$ cat config.mk
export PLATFORM = sky130hd
export DESIGN_NAME = axil_cmd_master_flat
export DESIGN_NICKNAME = d
export VERILOG_FILES = /design/src/rtl/hpu_axil_pkg.sv /design/src/rtl/axil_cmd_master_if.sv /design/src/rtl/axil_cmd_wdog.sv /design/src/rtl/axil_cmd_master.sv /design/src/flat_wrapper.sv
export SDC_FILE = /design/constraint.sdc
export NUM_CORES = 1
export LEC_CHECK = 0
export BUFFER_PORTS_ARGS = -buffer_cell sky130_fd_sc_hd__buf_2
export CORE_ASPECT_RATIO = 1.1
export CORE_UTILIZATION = 46
export DETAILED_ROUTE_END_ITERATION = 16
export PLACE_DENSITY = 0.81
export RECOVER_POWER = 100
export SETUP_SLACK_MARGIN = 0.3
export SYNTH_ARGS = -nofsm -noshare
export SYNTH_HDL_FRONTEND = slang
export SYNTH_SLANG_ARGS = --single-unit
$ cat constraint.sdc
create_clock -name clk -period 3.7 [get_ports clk]
set_input_delay 0 -clock clk [delete_from_list [all_inputs] [get_ports clk]]
set_output_delay 0 -clock clk [all_outputs]
set_load 0.02 [all_outputs]
$ cat src/rtl/hpu_axil_pkg.sv
// Shared definitions for the accelerator's AXI4-Lite register path: FSM state
// encoding, AXI response codes and register offsets.
package hpu_axil_pkg;

  typedef enum logic [2:0] {
    ST_IDLE,
    ST_WADDR,
    ST_WRESP,
    ST_RADDR,
    ST_RDATA,
    ST_RSP
  } state_t;

  localparam logic [1:0] RESP_OKAY   = 2'b00;
  localparam logic [1:0] RESP_EXOKAY = 2'b01;
  localparam logic [1:0] RESP_SLVERR = 2'b10;
  localparam logic [1:0] RESP_DECERR = 2'b11;

  localparam logic [9:0] REG_CTRL    = 10'h00;
  localparam logic [9:0] REG_CONTROL = 10'h10;

  // SLVERR and DECERR both carry bit 1; OKAY and EXOKAY do not.
  function automatic logic resp_is_err(input logic [1:0] resp);
    return (resp == RESP_SLVERR) || (resp == RESP_DECERR);
  endfunction

endpackage

$ cat src/rtl/axil_cmd_master_if.sv
// AXI4-Lite bus bundle between the command master and a register slave.
interface axil_cmd_master_if;

  logic [31:0] awaddr;
  logic        awvalid;
  logic        awready;
  logic [31:0] wdata;
  logic [3:0]  wstrb;
  logic        wvalid;
  logic        wready;
  logic [1:0]  bresp;
  logic        bvalid;
  logic        bready;
  logic [31:0] araddr;
  logic        arvalid;
  logic        arready;
  logic [31:0] rdata;
  logic [1:0]  rresp;
  logic        rvalid;
  logic        rready;

  modport master (
    output awaddr, awvalid, wdata, wstrb, wvalid, bready, araddr, arvalid, rready,
    input  awready, wready, bresp, bvalid, arready, rdata, rresp, rvalid
  );

  modport slave (
    input  awaddr, awvalid, wdata, wstrb, wvalid, bready, araddr, arvalid, rready,
    output awready, wready, bresp, bvalid, arready, rdata, rresp, rvalid
  );

endinterface

$ cat src/rtl/axil_cmd_wdog.sv
// Stall watchdog: counts consecutive cycles in one bus-waiting state and flags
// expiry on the TIMEOUT-th cycle. Only instantiated with AXIL_CMD_TIMEOUT_EN.
module axil_cmd_wdog #(
  parameter int TIMEOUT = 255
) (
  input  logic clk,
  input  logic rst,
  input  logic active,
  input  logic kick,
  output logic expired
);

  localparam int CW = $clog2(TIMEOUT + 1);

  logic [CW-1:0] cnt;

  // A completing handshake wins over expiry in the same cycle.
  assign expired = active && !kick && (cnt == CW'(TIMEOUT - 1));

  always_ff @(posedge clk or posedge rst) begin
    if (rst) begin
      cnt <= '0;
    end else if (!active || kick) begin
      cnt <= '0;
    end else if (!expired) begin
      cnt <= cnt + 1'b1;
    end
  end

endmodule

$ cat src/rtl/axil_cmd_master.sv
// AXI4-Lite initiator: one register command in, one AXI-Lite transaction out,
// one response back. Optional watchdog abort with `define AXIL_CMD_TIMEOUT_EN.
module axil_cmd_master
  import hpu_axil_pkg::*;
#(
  parameter int TIMEOUT = 255
) (
  input  logic              clk,
  input  logic              rst,
  input  logic              cmd_valid,
  output logic              cmd_ready,
  input  logic              cmd_write,
  input  logic [31:0]       cmd_addr,
  input  logic [31:0]       cmd_wdata,
  output logic              rsp_valid,
  input  logic              rsp_ready,
  output logic [31:0]       rsp_rdata,
  output logic              rsp_err,
  output logic              rsp_timeout,
  axil_cmd_master_if.master m_axi
);

  if (TIMEOUT < 1) begin : g_bad_timeout
    $error("axil_cmd_master: TIMEOUT must be at least 1");
  end

  state_t      state;
  logic        aw_done;
  logic        w_done;
  logic [31:0] addr_q;
  logic [31:0] wdata_q;
  logic        aw_pend;
  logic        w_pend;
  logic        aw_hs;
  logic        w_hs;
  logic        advance;
  logic        timeout_hit;

  // Every bus output is a decode of state/flags or a register, so no VALID
  // ever depends combinationally on a READY.
  assign aw_pend         = (state == ST_WADDR) && !aw_done;
  assign w_pend          = (state == ST_WADDR) && !w_done;
  assign cmd_ready       = (state == ST_IDLE);
  assign rsp_valid       = (state == ST_RSP);
  assign m_axi.awvalid   = aw_pend;
  assign m_axi.wvalid    = w_pend;
  assign m_axi.bready    = (state == ST_WRESP);
  assign m_axi.arvalid   = (state == ST_RADDR);
  assign m_axi.rready    = (state == ST_RDATA);
  assign m_axi.awaddr    = addr_q;
  assign m_axi.araddr    = addr_q;
  assign m_axi.wdata     = wdata_q;
  assign m_axi.wstrb     = 4'hf;

  assign aw_hs = aw_pend && m_axi.awready;
  assign w_hs  = w_pend && m_axi.wready;

  // NOTE: combinational decode gets a default first so no path can infer a latch.
  always_comb begin
    advance = 1'b0;
    case (state)
      ST_WADDR: advance = (aw_done || aw_hs) && (w_done || w_hs);
      ST_WRESP: advance = m_axi.bvalid;
      ST_RADDR: advance = m_axi.arready;
      ST_RDATA: advance = m_axi.rvalid;
      default:  advance = 1'b0;
    endcase
  end

`ifdef AXIL_CMD_TIMEOUT_EN
  logic wd_active;
  logic rsp_timeout_q;

  assign wd_active = (state == ST_WADDR) || (state == ST_WRESP) ||
                     (state == ST_RADDR) || (state == ST_RDATA);

  axil_cmd_wdog #(.TIMEOUT(TIMEOUT)) u_wdog (
    .clk     (clk),
    .rst     (rst),
    .active  (wd_active),
    .kick    (advance),
    .expired (timeout_hit)
  );

  assign rsp_timeout = rsp_timeout_q;
`else
  assign timeout_hit = 1'b0;
  assign rsp_timeout = 1'b0;
`endif

  // NOTE: state is reset asynchronously so all decoded VALIDs drop the instant
  // rst rises; sequential state uses non-blocking assignments throughout.
  always_ff @(posedge clk or posedge rst) begin
    if (rst) begin
      state     <= ST_IDLE;
      aw_done   <= 1'b0;
      w_done    <= 1'b0;
      addr_q    <= '0;
      wdata_q   <= '0;
      rsp_rdata <= '0;
      rsp_err   <= 1'b0;
`ifdef AXIL_CMD_TIMEOUT_EN
      rsp_timeout_q <= 1'b0;
`endif
    end else if (timeout_hit) begin
      state     <= ST_RSP;
      rsp_rdata <= '0;
      rsp_err   <= 1'b0;
`ifdef AXIL_CMD_TIMEOUT_EN
      rsp_timeout_q <= 1'b1;
`endif
    end else begin
      case (state)
        ST_IDLE: begin
          if (cmd_valid) begin
            addr_q  <= cmd_addr & ~32'h3;
            wdata_q <= cmd_wdata;
            aw_done <= 1'b0;
            w_done  <= 1'b0;
            state   <= cmd_write ? ST_WADDR : ST_RADDR;
          end
        end
        ST_WADDR: begin
          aw_done <= aw_done || aw_hs;
          w_done  <= w_done || w_hs;
          if (advance) state <= ST_WRESP;
        end
        ST_WRESP: begin
          if (m_axi.bvalid) begin
            rsp_rdata <= '0;
            rsp_err   <= resp_is_err(m_axi.bresp);
            state     <= ST_RSP;
          end
        end
        ST_RADDR: begin
          if (m_axi.arready) state <= ST_RDATA;
        end
        ST_RDATA: begin
          if (m_axi.rvalid) begin
            rsp_rdata <= m_axi.rdata;
            rsp_err   <= resp_is_err(m_axi.rresp);
            state     <= ST_RSP;
          end
        end
        ST_RSP: begin
          if (rsp_ready) begin
            state <= ST_IDLE;
`ifdef AXIL_CMD_TIMEOUT_EN
            rsp_timeout_q <= 1'b0;
`endif
          end
        end
        default: state <= ST_IDLE;
      endcase
    end
  end

endmodule

$ cat src/flat_wrapper.sv
// flat-port wrapper written by rule: the top's interface ports become plain ports
module axil_cmd_master_flat import hpu_axil_pkg::*;
#(
  parameter int TIMEOUT = 255
)
  (clk, rst, cmd_valid, cmd_ready, cmd_write, cmd_addr, cmd_wdata, rsp_valid, rsp_ready, rsp_rdata, rsp_err, rsp_timeout, m_axi_awaddr, m_axi_awvalid, m_axi_wdata, m_axi_wstrb, m_axi_wvalid, m_axi_bready, m_axi_araddr, m_axi_arvalid, m_axi_rready, m_axi_awready, m_axi_wready, m_axi_bresp, m_axi_bvalid, m_axi_arready, m_axi_rdata, m_axi_rresp, m_axi_rvalid);
  axil_cmd_master_if m_axi_i ();
  input  logic clk;
  input  logic rst;
  input  logic cmd_valid;
  output logic cmd_ready;
  input  logic cmd_write;
  input  logic [31:0] cmd_addr;
  input  logic [31:0] cmd_wdata;
  output logic rsp_valid;
  input  logic rsp_ready;
  output logic [31:0] rsp_rdata;
  output logic rsp_err;
  output logic rsp_timeout;
  output wire logic [$bits(m_axi_i.awaddr)-1:0] m_axi_awaddr;
  output wire logic [$bits(m_axi_i.awvalid)-1:0] m_axi_awvalid;
  output wire logic [$bits(m_axi_i.wdata)-1:0] m_axi_wdata;
  output wire logic [$bits(m_axi_i.wstrb)-1:0] m_axi_wstrb;
  output wire logic [$bits(m_axi_i.wvalid)-1:0] m_axi_wvalid;
  output wire logic [$bits(m_axi_i.bready)-1:0] m_axi_bready;
  output wire logic [$bits(m_axi_i.araddr)-1:0] m_axi_araddr;
  output wire logic [$bits(m_axi_i.arvalid)-1:0] m_axi_arvalid;
  output wire logic [$bits(m_axi_i.rready)-1:0] m_axi_rready;
  input wire logic [$bits(m_axi_i.awready)-1:0] m_axi_awready;
  input wire logic [$bits(m_axi_i.wready)-1:0] m_axi_wready;
  input wire logic [$bits(m_axi_i.bresp)-1:0] m_axi_bresp;
  input wire logic [$bits(m_axi_i.bvalid)-1:0] m_axi_bvalid;
  input wire logic [$bits(m_axi_i.arready)-1:0] m_axi_arready;
  input wire logic [$bits(m_axi_i.rdata)-1:0] m_axi_rdata;
  input wire logic [$bits(m_axi_i.rresp)-1:0] m_axi_rresp;
  input wire logic [$bits(m_axi_i.rvalid)-1:0] m_axi_rvalid;
  assign m_axi_awaddr = m_axi_i.awaddr;
  assign m_axi_awvalid = m_axi_i.awvalid;
  assign m_axi_wdata = m_axi_i.wdata;
  assign m_axi_wstrb = m_axi_i.wstrb;
  assign m_axi_wvalid = m_axi_i.wvalid;
  assign m_axi_bready = m_axi_i.bready;
  assign m_axi_araddr = m_axi_i.araddr;
  assign m_axi_arvalid = m_axi_i.arvalid;
  assign m_axi_rready = m_axi_i.rready;
  assign m_axi_i.awready = m_axi_awready;
  assign m_axi_i.wready = m_axi_wready;
  assign m_axi_i.bresp = m_axi_bresp;
  assign m_axi_i.bvalid = m_axi_bvalid;
  assign m_axi_i.arready = m_axi_arready;
  assign m_axi_i.rdata = m_axi_rdata;
  assign m_axi_i.rresp = m_axi_rresp;
  assign m_axi_i.rvalid = m_axi_rvalid;
  axil_cmd_master #(.TIMEOUT(TIMEOUT)) u_core (.clk(clk), .rst(rst), .cmd_valid(cmd_valid), .cmd_ready(cmd_ready), .cmd_write(cmd_write), .cmd_addr(cmd_addr), .cmd_wdata(cmd_wdata), .rsp_valid(rsp_valid), .rsp_ready(rsp_ready), .rsp_rdata(rsp_rdata), .rsp_err(rsp_err), .rsp_timeout(rsp_timeout), .m_axi(m_axi_i));
endmodule
## Word-level counts from Yosys, hierarchy flattened

Index checks and enable logic that the tools add are counted.

| storage, ports and cells | value |
|---|---|
| register bits after elaboration | 100 |
| input bits | 110 |
| output and inout port bits | 141 |

| cells by class | value |
|---|---|
| eq/ne operators | 15 |
| multiplexer cells | 18 |
| reduce and logical (&&, ||, !) cells | 18 |

Operators by type and width:

| cell | count |
|---|---|
| $mux 32 | 2 |
| $pmux 32 s2 | 1 |
| $mux 3 | 6 |
| $pmux 3 s6 | 1 |
| $ne 2x1->1 const B | 5 |
| $eq 2x2->1 const B | 4 |
| $eq 3x2->1 const B | 2 |
| $eq 3x3->1 const B | 2 |
| $pmux 1 s2 | 3 |
| $reduce_and 6->1 | 1 |
| $logic_and 1x1->1 | 5 |
| $logic_or 1x1->1 | 4 |
| $pmux 1 s4 | 1 |
| $reduce_and 2->1 | 2 |
| $reduce_bool 2->1 | 2 |
| $eq 3x1->1 const B | 1 |
| $logic_not 3->1 | 1 |
| $mux 1 | 3 |
| $reduce_and 3->1 | 1 |
| $logic_not 1->1 | 2 |
| $mux 2 | 1 |
| $ne 2x2->1 const B | 1 |

## Depth between registers and ports, before layout

Gate-level depths: netlist of run 1.

| logic depth | value |
|---|---|
| depth in word-level cells | 8 |
| gate-level depth with buffers | 5 |
| depth with buffers taken out | 3 |

## Worst setup path after synthesis of run 1

OpenSTA, ideal clock, no wires.

| timing path | value |
|---|---|
| path kind | register to register |
| start | register u_core.state[0] |
| end | register u_core.addr_q[10], in the netlist u_core.m_axi.araddr[10] |
| setup time | 125 ps |
| data arrival time | 1583 ps |
| slack | 1991 ps |
| stages on the path, launching flop included | 6 |
| period minus slack after synthesis | 1709 ps |
| path through | dfrtp_1 -> nor3_2 -> and2_4 -> buf_12 -> buf_12 -> mux2_4 |

| between the ends | value |
|---|---|
| cells in the longest elaborated chain, start to end | 2 |

RTL lines:

| item | RTL line | source |
|---|---|---|
| start: declaration | axil_cmd_master.sv:27 | `state_t state;` |
| start signal: assignment | axil_cmd_master.sv:120 | `state <= cmd_write ? ST_WADDR : ST_RADDR;` |
| $logic_not 3->1 | - |  |
| via cmd_ready | flat_wrapper.sv:11 | `output logic cmd_ready;` |
| $reduce_and 2->1 (no line) | - |  |
| end signal: assignment | axil_cmd_master.sv:116 | `addr_q <= cmd_addr & ~32'h3;` |
| end: declaration | axil_cmd_master.sv:30 | `logic [31:0] addr_q;` |

The timed path passes the listed nets, and every way through them passes these cells.
A chain may end at the register's enable or synchronous reset.

## Final worst setup path of run 1

| timing path | value |
|---|---|
| start | register u_core.state[0] |
| end | output m_axi_rready |

| between the ends | value |
|---|---|
| cells in the longest elaborated chain, start to end | 1 |

RTL lines:

| item | RTL line | source |
|---|---|---|
| $eq 3x3->1 | axil_cmd_master.sv:49 | `assign m_axi.rready = (state == ST_RDATA);` |
| end: declaration | flat_wrapper.sv:28 | `output wire logic [$bits(m_axi_i.rready)-1:0] m_axi_rready;` |

Every way passes these cells.

==> impl_metrics.toml, run 1 <==
[layout]
layout_common_cells = "clkbuf_1 (136), buf_2 (105), dlygate4sd3_1 (100), dfrtp_1 (100), mux2_1 (58)"
final_util_pct = 64.4
fin_cells = 802
drive_gt1_share_pct = 19.8
area_growth_pct = 34.1
num_antenna_cells = 0
mostFrequentLayoutCell = "clkbuf_1"
fin_nets = 768

[routing]
drt_iter0_drc = 130
via_per_inst = 4.64
drcViolationCount = 0
num_vias = 3724
first_pass_iters = 4
drt-wirelength-per-cell_um = 15.6
postRouteAntennaNets = 0
drt-total-wl_mm = 12.5

[run_status]
outcome = "finished, final reports clean"

[worst_setup_path]
cp.required_ns = 3.70
cp-start-kind = "register"
worstSetupPathType = "reg -> out"
max_stage_delay_ns = 1.11
crit_chain = "nor3b_1 > clkbuf_1 > clkbuf_1"
worstPathArrival_ns = 2.78
cpMaxStageDelayCell = "clkbuf_1"
end_kind = "output pin"
crit_top_cell = "clkbuf_1"
path_max_fanout = 33
reg2reg_from = "u_core.state[0]"
startpoint = "u_core.state[0]"

[sta]
slew_violations = 0
maxClockFrequency_mhz = 360
fin_crit_sh_pct = 75.0
rsz0062_at_grt = "no"
tightest_slew_ns = 1.45
relSlewSlack_pct = 3.01
post-route-min-period_ns = 2.78
worst_slack_ns = 0.923
setup_viol = 0
hold_viol = 0
fin_skew_ns = 0.00982
fin_setup_tns_ns = 0

[logic_synthesis]
synth_area_sq_mm = 0.00482
ys_warn_count = 0
syn_avg_cell_area_sq_um = 13.6
synth.area.mux_share_pct = 26.9
synth.ff_latch_count = 100
synth_seq_area_share_pct = 51.9
synth_top_family_by_area = "multiplexers"
synth-xor-area-share_pct = 0
synth-simple-area-share_pct = 5.35
syn_inst = 354
synthDistinctLibCells = 30
synth_compound_area_share_pct = 1.95
synthAdderAreaFrac_pct = 0

[power_and_ir_drop]
p_seq_share_pct = 38.6
internal-power_mw = 2.74
p_sw_mw = 2.44
p_sw_share_pct = 47.1
p_leak_nw = 2.88
power_frac_clock_pct = 12.3
p_total_mw = 5.18
ir_drop_uv = 412
power_frac_comb_pct = 49.2
power_density_mw_per_mm2 = 802

[clock_tree]
post_cts_resized = 0
path_clk_slew_ns = 0.09
holdBufCountCts = 100
htreeDepth = 3
cts_made_buffers = 9
clock_sinks = 100
post_cts_buffers = 0
clockRootBuffer = "clkbuf_8"
clockBufferDepth = 2
cts_tree = "built"
clkLatencyLatePin_ns = 0.35

[placed_design]
port_buffers = 237
dp_slack_ns = 1.56
dpl.hpwl_mm = 7.60
placedCellCount = 687
gp_congestion = 0.779

[hold_path]
holdCritStartpoint = "m_axi_bvalid"
hp-class = "in -> reg"

[die]
chipHeight_um = 109
start_util_pct = 48.0
io_pins = 251
die_w_um = 99.6
design.die.area_sq_mm = 0.0109
core_sq_mm = 0.0100
fp-row-count = 38

[grt]
grt_usage_pct = 23.2
antenna_found_initial = 0
grt_pass1_vias = 3958
grt_overflow = 0
grt_pass1_wl_mm = 19.4
grt_max_degree = 77

[run]
cap_violations = 0
[stage by stage]
step           hold slack [ns]  area (sq um)
6_report                0.0226          6460
5_1_grt                 0.0190          6460
4_1_cts               0.000153          6890
3_5_place_dp             0.234          5720
3_3_place_gp             0.231          5720
2_1_floorplan            0.125          4850
[power by group through the flow]
stage	Combinational, mW	Clock, mW	Sequential, mW
2_1_floorplan	1.82	0	2.56
3_3_place_gp	2.95	0	1.95
3_5_place_dp	3.00	0	2.00
4_1_cts	3.10	0.658	1.99
5_1_grt	2.73	0.690	2.06
6_report	2.55	0.636	2.00
[layout make-up]
class,instances,area [sq um]
well taps,140,175
clock buffers,13,159
clock inverters,2,10.0
inverters,34,130
repair buffers,341,2040
multi-input cells,172,1440
flip-flops and latches,100,2500
fillers,883,3570
[cell families (layout without fill, tap and decap cells)]
group | Yosys count | count (layout)
flops | 100 | 100
mux | 98 | 98
simple gates | 53 | 53
other cells | 2 | 9
buf+inv | 89 | 390
compound gates | 12 | 12
[state kept, by name, summed over array words and instances (netlist names)]
| name | flops |
|---|---|
| u_core.m_axi.wdata | 32 |
| u_core.rsp_rdata | 32 |
| u_core.m_axi.araddr | 30 |
| u_core.state | 3 |
| u_core.aw_done | 1 |
| u_core.rsp_err | 1 |
| u_core.w_done | 1 |
[cell usage after synthesis]
cell type	n	area [sq um]
nand2b_1	1	6.26
buf_8	3	45.0
buf_2	1	5.00
buf_6	4	45.0
nand3b_1	1	7.51
mux2i_1	33	330
nand3b_4	1	20.0
nor3_2	1	10.0
nor3_1	1	5.00
or3b_2	1	8.76
o22a_1	1	8.76
a211oi_1	1	7.51
dfrtp_1	100	2500
buf_12	7	140
nor3b_4	1	18.8
a21oi_4	1	16.3
mux2_4	62	931
nand2_1	33	124
o41a_1	1	11.3
nor2_1	11	41.3
inv_1	34	128
mux2_2	3	33.8
a21oi_1	5	25.0
and2_4	1	8.76
buf_4	40	300
a221oi_1	1	8.76
conb_1	2	7.51
or2b_1	1	7.51
o211ai_1	1	7.51
a211o_1	1	8.76
[layer usage]
layer  GRT usage (%)  part of all wire (%)
met5               0                     0
met4            9.77                   2.2
met3            5.66                   6.7
met2            43.4                    54
met1            25.0                    37
[worst paths after layout]
path                       depth (start not counted)                     end  slack (ns)
max in group asynchronous                          4  u_core.m_axi.wdata[19]        1.53
min in group asynchronous                          3  u_core.m_axi.araddr[5]        0.40
max reg2reg                                        4     u_core.rsp_rdata[7]        1.03
min reg2reg                                        1   u_core.m_axi.wdata[0]        0.50
min                                                3         u_core.state[1]        0.02
max                                                3            m_axi_rready        0.92
[critical path, delay by kind of cell (launching register included)]
family,cells,cell delay [ns]
simple gates,1,0.45
flops,1,0.55
buf+inv,2,1.42
No activity file was read; power rests on OpenSTA's default activity.
==> run 2, diff against run 1 <==
--- a/config.mk
+++ b/config.mk
@@ -7,9 +7,9 @@
 export LEC_CHECK = 0
 export BUFFER_PORTS_ARGS = -buffer_cell sky130_fd_sc_hd__buf_2
 export CORE_ASPECT_RATIO = 1.1
-export CORE_UTILIZATION = 46
+export CORE_UTILIZATION = 41
 export DETAILED_ROUTE_END_ITERATION = 16
-export PLACE_DENSITY = 0.81
+export PLACE_DENSITY = 0.77
 export RECOVER_POWER = 100
 export SETUP_SLACK_MARGIN = 0.3
 export SYNTH_ARGS = -nofsm -noshare
==> constraint.sdc (replaced) <==
create_clock -name clk -period 2.35 [get_ports clk]
set_input_delay 0 -clock clk [delete_from_list [all_inputs] [get_ports clk]]
set_output_delay 0 -clock clk [all_outputs]
set_load 0.02 [all_outputs]
==> run 2 against run 1 <==
Compared with the run above:
- design area grew 3.4%
- flip-flop and latch count stayed put
- sequential share of layout area fell by 1.3 points
- total power up 68%
- sequential power grew 56%
- first-iteration DRC count grew 13%
- wire length down 4.9%
- register-to-register slack worse by 0.60 ns
==> impl_metrics.toml, run 2 (same netlist as run 1, synthesis figures left out) <==
[sta]
fin_setup_tns_ns = 0
tightest_slew_ns = 1.26
hold_viol = 0
slew_violations = 0
rsz0062_at_grt = "no"
worst_slack_ns = 0.297
fin_skew_ns = 0.00564
setup_viol = 0
post-route-min-period_ns = 2.05
relSlewSlack_pct = 15.4
fin_crit_sh_pct = 87.4
maxClockFrequency_mhz = 487
hold_ws_ns = 0.0264

[grt]
grt_pass1_vias = 3994
grt_usage_pct = 19.9
grt_max_degree = 41
antenna_found_initial = 0
grt_overflow = 0
grt_pass1_wl_mm = 18.9

[clock_tree]
clock_sinks = 100
clockBufferDepth = 2
clkLatencyLatePin_ns = 0.33
clockRootBuffer = "clkbuf_16"
path_clk_slew_ns = 0.06
cts_tree = "built"
cts_made_buffers = 9
htreeDepth = 3

[worst_setup_path]
worstSetupPathType = "reg -> out"
path_max_fanout = 33
cpMaxStageDelayCell = "nor3b_1"
cp.required_ns = 2.35
cp-start-kind = "register"
max_stage_delay_ns = 0.42
worstPathArrival_ns = 2.05
crit_chain = "clkbuf_1 > nor3b_1 > buf_4 > buf_2"
r2r_setup_slack_ns = 0.43
end_kind = "output pin"

[routing]
drt-total-wl_mm = 11.9
num_vias = 3717
drcViolationCount = 0
drt_iter0_drc = 147
first_pass_iters = 6
drt-wirelength-per-cell_um = 14.5
postRouteAntennaNets = 0
via_per_inst = 4.55

[placed_design]
placed_area_sq_mm = 0.00580
gp_congestion = 0.740
dp_slack_ns = 0.460
port_buffers = 237
placedCellCount = 703
dpl.hpwl_mm = 7.63

[layout]
stdcell_area_sq_mm = 0.00668
area_growth_pct = 38.7
num_antenna_cells = 0
drive_gt1_share_pct = 21.6
fin_cells = 817
layout_common_cells = "clkbuf_1 (134), buf_2 (106), dfrtp_1 (100)"
mostFrequentLayoutCell = "clkbuf_1"
fin_nets = 772
final_util_pct = 58.4

[run_status]
outcome = "finished, final reports clean"

[power_and_ir_drop]
internal-power_mw = 4.82
p_sw_share_pct = 44.6
power_frac_comb_pct = 47.2
power_density_mw_per_mm2 = 1300
ir_drop_uv = 629
p_total_mw = 8.70
p_sw_mw = 3.88
power_frac_clock_pct = 17.0
p_leak_nw = 2.99
p_seq_share_pct = 35.8

[die]
die_w_um = 105
fp-row-count = 41
start_util_pct = 42.1
io_pins = 251
design.die.area_sq_mm = 0.0122
core_sq_mm = 0.0114
chipHeight_um = 116

[run]
cap_violations = 0

[hold_path]
hp-class = "in -> reg"
run 2: cell count changes in the layout (fill, tap and decap cells not counted), sizes merged:
cell / change
inv: -1
buf: +6
bufinv: +1
clkinv: +2
dlygate4sd3: -2
clkinvlp: +1
clkbuf: -2
run 2: final cells by class:
| cell class | instances | area [sq um] |
|---|---|---|
| fill | 1008 | 4760 |
| tap | 150 | 188 |
| clock buffer | 11 | 243 |
| inverter | 34 | 129 |
| timing repair buffer | 345 | 2100 |
| multi-input combinational | 172 | 1460 |
| clock inverter | 5 | 61.3 |
| sequential | 100 | 2500 |
run 2: routing by layer:
metal | track usage [%] | share of wire (%) | vias to the layer above
li1 | - | - | 1726
met1 | 20.9 | 37 | 1793
met2 | 38.1 | 55 | 171
met3 | 4.33 | 5.7 | 27
met4 | 9.48 | 2.3 | 0
met5 | 0 | 0 | -
run 2: repair_timing:
| action | CTS | global route |
|---|---|---|
| hold buffers | 98 | 0 |
| resized for setup | 0 | 0 |
| endpoints found under the hold margin | 122 | 0 |
| setup endpoints to repair | 0 | 0 |
| buffers inserted | 0 | 0 |
run 2: power by group through the flow:
stage | Combinational (mW) | Sequential [mW] | Clock, mW
6_report | 4.10 | 3.12 | 1.48
3_5_place_dp | 4.78 | 3.13 | 0
2_1_floorplan | 2.87 | 4.03 | 0
5_1_grt | 4.40 | 3.23 | 1.59
4_1_cts | 4.92 | 3.12 | 1.53
3_3_place_gp | 4.69 | 3.08 | 0
run 2: worst paths after layout:
check                                     endpoint  cells after the start                    from
max                                   m_axi_rready                      4         u_core.state[0]
min                                 u_core.rsp_err                      3          m_axi_bresp[1]
max reg2reg                 u_core.m_axi.wdata[10]                      4         u_core.state[1]
min reg2reg                 u_core.m_axi.wdata[14]                      1  u_core.m_axi.wdata[14]
max in group asynchronous   u_core.m_axi.wdata[28]                      4                     rst
min in group asynchronous  u_core.m_axi.araddr[30]                      3                     rst
run 2: critical path, delay by kind of cell, from the launching register on:
family / cells / cell delay, ns
AND/OR/NAND/NOR: 1 / 0.42
buffers and inverters: 3 / 0.92
flip-flops: 1 / 0.39
==> run 3, diff against run 2 <==
--- a/config.mk
+++ b/config.mk
@@ -7,11 +7,14 @@
 export LEC_CHECK = 0
 export BUFFER_PORTS_ARGS = -buffer_cell sky130_fd_sc_hd__buf_2
 export CORE_ASPECT_RATIO = 1.1
-export CORE_UTILIZATION = 41
+export CORE_UTILIZATION = 39
 export DETAILED_ROUTE_END_ITERATION = 16
-export PLACE_DENSITY = 0.77
+export GPL_TIMING_DRIVEN = 0
+export PLACE_DENSITY = 0.76
 export RECOVER_POWER = 100
+export REMOVE_ABC_BUFFERS = 1
 export SETUP_SLACK_MARGIN = 0.3
 export SYNTH_ARGS = -nofsm -noshare
 export SYNTH_HDL_FRONTEND = slang
+export SYNTH_HIERARCHICAL = 1
 export SYNTH_SLANG_ARGS = --single-unit
==> run 3 against run 2 <==
Compared with the run above:
- register-to-register slack is essentially flat
- sequential power up 3%
- utilization is 2.6 points higher
- combinational power barely moved
- critical endpoint is now u_core/m_axi.araddr[12]
- largest cell class unchanged
- largest power group unchanged
==> impl_metrics.toml, run 3 <==
[clock_tree]
clockBufferDepth = 2
path_clk_slew_ns = 0.06
clkLatencyLatePin_ns = 0.33
cts_tree = "built"
clock_sinks = 100
clockRootBuffer = "clkbuf_16"
cts_made_buffers = 9
htreeDepth = 3

[worst_setup_path]
startpoint = "u_core/state[0]"
crit_chain = "nor3_1 > and2_4 > buf_12 > mux2_1"
cp-start-kind = "register"
cp.required_ns = 2.56
r2r_cells = 4
worstSetupPathType = "reg -> reg"
reg2reg_from = "u_core/state[0]"
r2r_setup_slack_ns = 0.43
max_stage_delay_ns = 0.52
worstPathArrival_ns = 2.13
path_max_fanout = 44
cp_num_buf_inv = 1
r2r-end = "u_core/m_axi.araddr[12]"
cpMaxStageDelayCell = "dfrtp_1"
end_kind = "register"
path_delay_family = "simple AND/OR/NAND/NOR gates"

[sta]
fin_setup_tns_ns = 0
rsz0062_at_grt = "no"
fin_crit_sh_pct = 81.9
relSlewSlack_pct = 34.7
post-route-min-period_ns = 1.92
hold_viol = 0
tightest_slew_ns = 0.978
maxClockFrequency_mhz = 520
worst_slack_ns = 0.425
slew_violations = 0
setup_viol = 0
fin_skew_ns = 0.00555

[grt]
antenna_found_initial = 0
grt_usage_pct = 19.9
grt_overflow = 0
grt_pass1_vias = 3451
grt_max_degree = 53
grt_pass1_wl_mm = 17.0

[layout]
final_util_pct = 61.0
mostFrequentLayoutCell = "clkbuf_1"
fillers = 873
layout_common_cells = "clkbuf_1 (134), buf_2 (106), dlygate4sd3_1 (101)"
drive_gt1_share_pct = 21.7
fin_cells = 755
num_antenna_cells = 0
area_growth_pct = 51.9
fin_nets = 717

[routing]
drt_iter0_drc = 82
first_pass_iters = 4
drt-wirelength-per-cell_um = 14.7
drcViolationCount = 0
num_vias = 3431
drt-total-wl_mm = 11.1
via_per_inst = 4.54
postRouteAntennaNets = 0

[hold_path]
hold_depth = 3
holdCritStartpoint = "m_axi_arready"
hp-class = "in -> reg"
min_to = "u_core/state[1]"

[die]
chipHeight_um = 110
io_pins = 251
fp-row-count = 39
start_util_pct = 40.1
core_sq_mm = 0.0104
die_w_um = 101
design.die.area_sq_mm = 0.0111

[logic_synthesis]
synth_seq_area_share_pct = 60.0
async_flop_share_pct = 100
synthTopCellsByArea = "dfrtp_1 (60%), mux2_1 (17%), buf_4 (7.2%)"
yosys-top-cells-count = "dfrtp_1 (100), mux2_1 (63), buf_4 (40), a22o_1 (32), nor2_1 (9)"
synth_area_sq_mm = 0.00417
synthDistinctLibCells = 27
ys.flop_type = "dfrtp_1"
synthMostInstantiatedCell = "dfrtp_1"
synth.ff_latch_count = 100
ys_warn_count = 6
syn_avg_cell_area_sq_um = 14.1
syn_inst = 296
synth_top_area_share_pct = 60.0
synth_edf_count = 0
yosysTopAreaCell = "dfrtp_1"

[run]
cap_violations = 0

[power_and_ir_drop]
ir_drop_uv = 661
power_density_mw_per_mm2 = 1360
p_leak_nw = 2.91
p_total_mw = 8.62

[placed_design]
dpl.hpwl_mm = 6.56
gp_congestion = 0.856
dp_slack_ns = 0.263
placedCellCount = 631
port_buffers = 237

[run_status]
outcome = "finished, final reports clean"
==> run 3: area by class of cell <==
cell class | count | area [sq um] | area share (%)
inverter | 3 | 11.3 | 0.178
multi-input combinational | 146 | 1270 | 20.0
clock inverter | 4 | 25.0 | 0.395
clock buffer | 12 | 246 | 3.89
tap | 143 | 179 | 2.82
sequential | 100 | 2500 | 39.5
timing repair buffer | 347 | 2110 | 33.3
==> run 3: power breakdown <==
| part | internal, mW | switching [mW] | total (mW) |
|---|---|---|---|
| registers | 2.61 | 0.603 | 3.21 |
| clock network | 0.744 | 0.592 | 1.34 |
| logic | 1.41 | 2.66 | 4.07 |
| total | 4.76 | 3.86 | 8.62 |
==> run 3: worst max path at each step <==
stage                         endpoint  slack [ns]  cells past startpoint
6_report       u_core/m_axi.araddr[12]        0.43                      4
5_1_grt         u_core/m_axi.wdata[21]        0.27                      4
4_1_cts           u_core/rsp_rdata[29]        0.30                      3
3_5_place_dp    u_core/m_axi.wdata[23]        0.26                      4
3_3_place_gp   u_core/m_axi.araddr[27]       -1.29                      2
2_1_floorplan  u_core/m_axi.araddr[10]       -0.63                      3
==> run 3: stage by stage <==
step | area [sq um] | hold WS, ns
after floorplan | 3790 | 0.133
after global placement | 5160 | 0.216
after detailed placement | 5210 | 0.134
after CTS | 6490 | 0.0185
after global routing | 6340 | 0.0244
final | 6340 | 0.00964
==> run 3: worst min-delay path: cells and delay by family <==
kind / cells / cell delay (ns)
buffers and inverters: 1 / 0.08
AO/OA/AOI/OAI: 2 / 0.21
==> run 3: per-layer routing <==
metal / global-route usage, % / vias up / share of wire (%)
met1: 21.9 / 1634 / 38
li1: - / 1610 / -
met4: 6.57 / 0 / 1.5
met2: 36.4 / 172 / 53
met3: 5.51 / 15 / 7.3
met5: 0 / - / 0
==> run 3: timing repair <==
item / in CTS / in global routing
buffers inserted: 0 / 7
resized for setup: 1 / 2
endpoints found under the hold margin: 147 / 0
pin swaps: 0 / 1
endpoints found under the setup margin: 44 / 65
hold buffers: 101 / 0
==> run 3: cell families (layout without fill, tap and decap cells) <==
family	after synthesis	in the layout	share of synthesized area, %
flops	100	100	60.0
mux	64	64	17.2
buf+inv	57	366	10.0
compound gates	47	47	9.27
simple gates	26	26	3.30
other cells	2	9	0.180
